`src/rtl/spi_arbiter_if.sv`:
```
// Command-port bundle between the requesters, the arbiter and the spi_interface engine.
// The arbiter takes the slave view; requesters and engine together drive the master view.
interface spi_arbiter_if #(
    parameter int N_REQ = 2,
    parameter int LEN_W = 16
);
    logic [N_REQ-1:0]       req;
    logic [N_REQ*LEN_W-1:0] req_len;
    logic [N_REQ-1:0]       req_op;
    logic [N_REQ-1:0]       gnt;
    logic [N_REQ-1:0]       done;
    logic [N_REQ-1:0]       err;
    logic [LEN_W-1:0]       len;
    logic                   op;
    logic                   work;
    logic                   busy;

    modport slave (
        input  req, req_len, req_op, busy,
        output gnt, done, err, len, op, work
    );

    modport master (
        output req, req_len, req_op, busy,
        input  gnt, done, err, len, op, work
    );
endinterface

```
`src/rtl/spi_arbiter.sv`:
```
// Round-robin arbiter sharing one spi_interface command port between N_REQ requesters.
// The winner's command is latched onto the engine and a watchdog guards each transaction.
module spi_arbiter #(
    parameter int N_REQ   = 2,
    parameter int LEN_W   = 16,
    parameter int TIMEOUT = 65535
) (
    input logic          clk,
    input logic          rst,
    spi_arbiter_if.slave bus
);

    localparam int PTR_W = (N_REQ > 1) ? $clog2(N_REQ) : 1;
    localparam int WD_W  = (TIMEOUT > 0) ? $clog2(TIMEOUT + 1) : 1;
    localparam logic [WD_W-1:0] WD_MAX   = '1;
    localparam logic [WD_W-1:0] WD_LIMIT = WD_W'((TIMEOUT > 0) ? TIMEOUT - 1 : 0);

    typedef enum logic [2:0] {
        IDLE,
        START,
        WAIT_BUSY,
        RUN,
        FINISH
    } state_t;

    state_t           state_q, state_d;
    logic [PTR_W-1:0] ptr_q, ptr_d;
    logic [PTR_W-1:0] win_q, win_d;
    logic [N_REQ-1:0] gnt_q, gnt_d;
    logic [N_REQ-1:0] done_q, done_d;
    logic [N_REQ-1:0] err_q, err_d;
    logic [LEN_W-1:0] len_q, len_d;
    logic             op_q, op_d;
    logic             work_q, work_d;
    logic [WD_W-1:0]  wd_q, wd_d;

    logic             found;
    logic [PTR_W-1:0] pick;
    logic [PTR_W-1:0] cand;
    logic [LEN_W-1:0] pick_len;
    logic [WD_W-1:0]  wd_inc;
    logic             timeout_hit;

    function automatic logic [PTR_W-1:0] wrap_inc(input logic [PTR_W-1:0] base, input int offs);
        int sum;
        sum = int'(base) + offs;
        if (sum >= N_REQ) begin
            sum = sum - N_REQ;
        end
        return PTR_W'(sum);
    endfunction

    function automatic logic [N_REQ-1:0] onehot(input logic [PTR_W-1:0] sel);
        logic [N_REQ-1:0] v;
        v      = '0;
        v[sel] = 1'b1;
        return v;
    endfunction

    // First requesting index at or above ptr, wrapping back to zero.
    always_comb begin
        found = 1'b0;
        pick  = '0;
        cand  = '0;
        for (int i = 0; i < N_REQ; i++) begin
            cand = wrap_inc(ptr_q, i);
            if (!found && bus.req[cand]) begin
                found = 1'b1;
                pick  = cand;
            end
        end
    end

    assign pick_len    = bus.req_len[int'(pick)*LEN_W +: LEN_W];
    assign wd_inc      = (wd_q == WD_MAX) ? wd_q : wd_q + 1'b1;
    assign timeout_hit = (TIMEOUT != 0) && (wd_q >= WD_LIMIT);

    always_comb begin
        state_d = state_q;
        ptr_d   = ptr_q;
        win_d   = win_q;
        gnt_d   = gnt_q;
        done_d  = '0;
        err_d   = '0;
        len_d   = len_q;
        op_d    = op_q;
        work_d  = 1'b0;
        wd_d    = wd_q;

        case (state_q)
            IDLE: begin
                if (!bus.busy && found) begin
                    win_d = pick;
                    if (pick_len == '0) begin
                        err_d = onehot(pick);
                        ptr_d = wrap_inc(pick, 1);
                    end else begin
                        state_d = START;
                        gnt_d   = onehot(pick);
                        work_d  = 1'b1;
                        len_d   = pick_len;
                        op_d    = bus.req_op[pick];
                        wd_d    = '0;
                    end
                end
            end

            START: begin
                state_d = WAIT_BUSY;
            end

            WAIT_BUSY: begin
                wd_d = wd_inc;
                if (bus.busy) begin
                    state_d = RUN;
                end else if (timeout_hit) begin
                    state_d = IDLE;
                    err_d   = onehot(win_q);
                    gnt_d   = '0;
                    ptr_d   = wrap_inc(win_q, 1);
                end
            end

            // A completing engine wins over a watchdog expiring in the same cycle.
            RUN: begin
                wd_d = wd_inc;
                if (!bus.busy) begin
                    state_d = FINISH;
                    done_d  = onehot(win_q);
                    gnt_d   = '0;
                end else if (timeout_hit) begin
                    state_d = IDLE;
                    err_d   = onehot(win_q);
                    gnt_d   = '0;
                    ptr_d   = wrap_inc(win_q, 1);
                end
            end

            FINISH: begin
                state_d = IDLE;
                ptr_d   = wrap_inc(win_q, 1);
            end

            default: begin
                state_d = IDLE;
                gnt_d   = '0;
            end
        endcase
    end

    always_ff @(posedge clk or negedge rst) begin
        if (!rst) begin
            state_q <= IDLE;
            ptr_q   <= '0;
            win_q   <= '0;
            gnt_q   <= '0;
            done_q  <= '0;
            err_q   <= '0;
            len_q   <= '0;
            op_q    <= 1'b0;
            work_q  <= 1'b0;
            wd_q    <= '0;
        end else begin
            state_q <= state_d;
            ptr_q   <= ptr_d;
            win_q   <= win_d;
            gnt_q   <= gnt_d;
            done_q  <= done_d;
            err_q   <= err_d;
            len_q   <= len_d;
            op_q    <= op_d;
            work_q  <= work_d;
            wd_q    <= wd_d;
        end
    end

    assign bus.gnt  = gnt_q;
    assign bus.done = done_q;
    assign bus.err  = err_q;
    assign bus.len  = len_q;
    assign bus.op   = op_q;
    assign bus.work = work_q;

    // Grant and status pulses never name more than one requester; the command is frozen while granted.
    a_gnt_onehot: assert property (@(posedge clk) disable iff (!rst) $onehot0(gnt_q));
    a_done_onehot: assert property (@(posedge clk) disable iff (!rst) $onehot0(done_q));
    a_err_onehot: assert property (@(posedge clk) disable iff (!rst) $onehot0(err_q));
    a_cmd_stable: assert property (@(posedge clk) disable iff (!rst)
        (gnt_q != '0 && $past(gnt_q) != '0) |-> ($stable(len_q) && $stable(op_q)));

endmodule
```
`src/flat_wrapper.sv`:
```
// flat-port wrapper written by rule: the top's interface ports become plain ports
module spi_arbiter_flat 
#(
    parameter int N_REQ   = 2,
    parameter int LEN_W   = 16,
    parameter int TIMEOUT = 65535
)
  (clk, rst, bus_req, bus_req_len, bus_req_op, bus_busy, bus_gnt, bus_done, bus_err, bus_len, bus_op, bus_work);
  spi_arbiter_if #(.N_REQ(N_REQ), .LEN_W(LEN_W)) bus_i ();
  input logic clk;
  input logic rst;
  input wire logic [$bits(bus_i.req)-1:0] bus_req;
  input wire logic [$bits(bus_i.req_len)-1:0] bus_req_len;
  input wire logic [$bits(bus_i.req_op)-1:0] bus_req_op;
  input wire logic [$bits(bus_i.busy)-1:0] bus_busy;
  output wire logic [$bits(bus_i.gnt)-1:0] bus_gnt;
  output wire logic [$bits(bus_i.done)-1:0] bus_done;
  output wire logic [$bits(bus_i.err)-1:0] bus_err;
  output wire logic [$bits(bus_i.len)-1:0] bus_len;
  output wire logic [$bits(bus_i.op)-1:0] bus_op;
  output wire logic [$bits(bus_i.work)-1:0] bus_work;
  assign bus_i.req = bus_req;
  assign bus_i.req_len = bus_req_len;
  assign bus_i.req_op = bus_req_op;
  assign bus_i.busy = bus_busy;
  assign bus_gnt = bus_i.gnt;
  assign bus_done = bus_i.done;
  assign bus_err = bus_i.err;
  assign bus_len = bus_i.len;
  assign bus_op = bus_i.op;
  assign bus_work = bus_i.work;
  spi_arbiter #(.N_REQ(N_REQ), .LEN_W(LEN_W), .TIMEOUT(TIMEOUT)) u_core (.clk(clk), .rst(rst), .bus(bus_i));
endmodule
```
`config.mk`:
```
export PLATFORM = sky130hd
export DESIGN_NAME = spi_arbiter_flat
export DESIGN_NICKNAME = d
export VERILOG_FILES = /design/src/rtl/spi_arbiter_if.sv /design/src/rtl/spi_arbiter.sv /design/src/flat_wrapper.sv
export SDC_FILE = /design/constraint.sdc
export NUM_CORES = 1
export LEC_CHECK = 0
export CAP_MARGIN = 20
export CORE_MARGIN = 2
export CORE_UTILIZATION = 43
export CTS_CLUSTER_SIZE = 30
export DETAILED_ROUTE_END_ITERATION = 16
export DONT_BUFFER_PORTS = 1
export GPL_TIMING_DRIVEN = 0
export PLACE_DENSITY = 0.6
export SYNTH_ARGS = -nofsm -noshare
export SYNTH_HDL_FRONTEND = slang
export SYNTH_SLANG_ARGS = --single-unit
```
`constraint.sdc`:
```
create_clock -name clk -period 5.9 [get_ports clk]
set_clock_uncertainty 0.2 [all_clocks]
set_input_delay 0.885 -clock clk [delete_from_list [all_inputs] [get_ports clk]]
set_output_delay 0.885 -clock clk [all_outputs]
set_load 0.02 [all_outputs]
```
==> flow_metrics.env <==
export IMPL_relSlewSlack=0.639
export IMPL_wirelength_mm=5.86
export IMPL_dp_worst_setup_slack_ps=2730
export IMPL_status="finished clean"
export IMPL_h_tree_depth=2
export IMPL_crit_path_end_kind="register"
export IMPL_layout_drive_gt1_share=0.215
export IMPL_fin_ws_ps=3080
export IMPL_finalHoldViolations=0
export IMPL_fin_tns_setup_ps=0
export IMPL_placed_cell_area_mm2=0.00269
export IMPL_overflow=0
export IMPL_area_growth_pct=6.45
export IMPL_synth_edf_count=0
export IMPL_fp_dieW_um=81.8
export IMPL_drtIter0Drc=153
export IMPL_first_global_vias=2017
export IMPL_clock_latency_ps=300
export IMPL_antenna_left=0
export IMPL_post_cts_resize_count=0
export IMPL_syn_area_mm2=0.00260
export IMPL_diodes=0
export IMPL_grt_pass1_wl_mm=9.82
export IMPL_wl_per_cell_um=17.4
export IMPL_gp_congestion=0.821
export IMPL_crit_arrival_ps=2800
export IMPL_antenna_found_initial=0
export IMPL_max_freq_mhz=355
export IMPL_die_h_um=81.8
export IMPL_final_common_cell="dfrtp_1"
export IMPL_post_cts_buffers=0
export IMPL_stdcell_area_mm2=0.00277
export IMPL_cts_tree="done"
export IMPL_initial_utilization=0.442
export IMPL_drtPass1Iterations=4
export IMPL_total_power_mw=1.08
export IMPL_async_flop_share=1.00
export IMPL_syn_area_per_cell_um2=10.2
export IMPL_fin_crit_ps=2820
export IMPL_place_inst=330
export IMPL_start_kind="input port"
export IMPL_postSynthCellCount=255
export IMPL_clk_path_buf_depth=2
export IMPL_die_area_mm2=0.00668
export IMPL_nFillCells=570
export IMPL_layout_common_cells="45 x dfrtp_1, 36 x mux2_2, 19 x nand2_1, 15 x o21ai_0, 14 x nor2_1"
export IMPL_holdWs_ps=72.4
export IMPL_final_cells=336
export IMPL_ys_flop_type="dfrtp_1"
export IMPL_remaining_drc_errors=0
export IMPL_min_period_over_period=0.477
export IMPL_crit_type="input port to register"
export IMPL_numCtsBuffers=5
export IMPL_io_buffers=0
export IMPL_final_max_slew_viol_count=0
export IMPL_maxCapViolCount=0
export IMPL_worst_path_max_fanout=10
export IMPL_rr_worst_depth=7
export IMPL_grt_usage=0.191
export IMPL_max_vdd_ir_drop_mv=0.230
export IMPL_via_per_inst=5.98
export IMPL_p_per_area_mw_per_mm2=391
export IMPL_synth_nets=296
export IMPL_finalCoreUtilization=0.470
export IMPL_min_path_type="input port to asynchronous set/reset pin"
export IMPL_dp_hpwl_mm=4.28
export IMPL_fin_nets=303
export IMPL_ff2ff_setup_slack_ps=3280
export IMPL_setup_viol=0
export IMPL_synth_cell_types=50
export IMPL_vias=2009
export IMPL_ys_seq_elements=45
export IMPL_synth_warnings=0
export IMPL_yosysSeqAreaShare=0.433
export IMPL_worst_r2r_endpoint="u_core.bus.len[6]$_DFFE_PN0P_"
export IMPL_cts_sinks=45
export IMPL_power_leakage_nw=1.07
export IMPL_grt_max_degree=46
export IMPL_tightest_slew_ps=542
export IMPL_rsz0062_at_grt="false"
export IMPL_crit_start="bus_req_len[3]"
export IMPL_timing_rr_start="u_core.ptr_q$_DFFE_PN0P_"
export IMPL_ctsRootBufferMaster="clkbuf_8"
export IMPL_required_ps=5880
export IMPL_cts_hold_fix_buffers=0
export IMPL_num_rows=28
export IMPL_core_mm2=0.00589
export IMPL_path_clk_slew_ps=80
export IMPL_ioPinCount=63
==> worst max-delay path by stage <==
stage / end / slack, ps
floorplan: u_core.bus.len[10]$_DFFE_PN0P_ / 3090
global placement: u_core.wd_q[1]$_DFFE_PN0P_ / 2750
detailed placement: u_core.bus.gnt[1]$_DFFE_PN0P_ / 2730
CTS: u_core.bus.gnt[1]$_DFFE_PN0P_ / 3050
global route: u_core.bus.gnt[1]$_DFFE_PN0P_ / 2960
finish: u_core.wd_q[0]$_DFFE_PN0P_ / 3080
==> critical path: stages <==
cell and delay, ps:
or4_1 540, a211oi_2 320, o2bb2ai_1 330, buf_2 330
nor3_1 120, mux2_2 290
==> where the power goes <==
group / total, mW / internal, mW / switching [mW]
Clock: 0.179 / 0.0781 / 0.101
Combinational: 0.329 / 0.164 / 0.164
Sequential: 0.575 / 0.404 / 0.171
==> sequential cells by signal, indices dropped and copies added, names as in the netlist <==
register,flops
u_core.wd_q,16
u_core.bus.done,2
u_core.bus.work,1
u_core.win_q,1
u_core.state_q,3
u_core.bus.op,1
u_core.ptr_q,1
u_core.bus.err,2
u_core.bus.len,16
u_core.bus.gnt,2
==> cell families after synthesis <==
group	synth area share
AND/OR/NAND/NOR	0.200
multiplexers	0.187
buffers and inverters	0.0289
flip-flops	0.433
AO/OA/AOI/OAI	0.142
adder cells (fa/ha/maj)	0.00962
==> layout make-up <==
| class | count | area (µm²) | area share |
|---|---|---|---|
| multi-input combinational | 192 | 1400 | 0.505 |
| sequential | 45 | 1130 | 0.407 |
| tap | 75 | 93.8 | 0.0339 |
| clock buffer | 5 | 68.8 | 0.0249 |
| buffer | 13 | 56.3 | 0.0203 |
| inverter | 5 | 18.8 | 0.00678 |
| clock inverter | 1 | 5.00 | 0.00181 |
==> synth_stat cells (2+ instances only) <==
cell type	n	area [µm²]
and3_1	2	12.5
ha_1	2	25.0
o2111ai_1	3	26.3
nor3b_1	2	15.0
or4_1	8	60.1
o21ai_0	15	75.1
nor2_2	2	12.5
clkbuf_1	9	33.8
o31ai_1	6	45.0
mux2i_1	8	80.1
o32ai_1	2	17.5
buf_2	2	10.0
or4_2	2	17.5
nor4_1	7	43.8
inv_1	4	15.0
a21oi_1	8	40.0
nand2_1	19	71.3
nor2_1	14	52.6
dfrtp_1	45	1130
nor3_1	9	45.0
nand4_1	8	50.1
nand2b_1	3	18.8
mux2_2	36	405
nor4b_1	2	17.5
nand3_1	3	15.0
and2_1	2	12.5
o21bai_1	7	52.6
or3_1	3	18.8
==> per-layer routing <==
| metal | GRT usage | wire length [µm] |
|---|---|---|
| met5 | 0 | 0 |
| met4 | 0.0450 | 62 |
| met3 | 0.0495 | 399 |
| met2 | 0.305 | 2670 |
| met1 | 0.261 | 2720 |
Note: power is estimated with default switching activity, not from simulation.
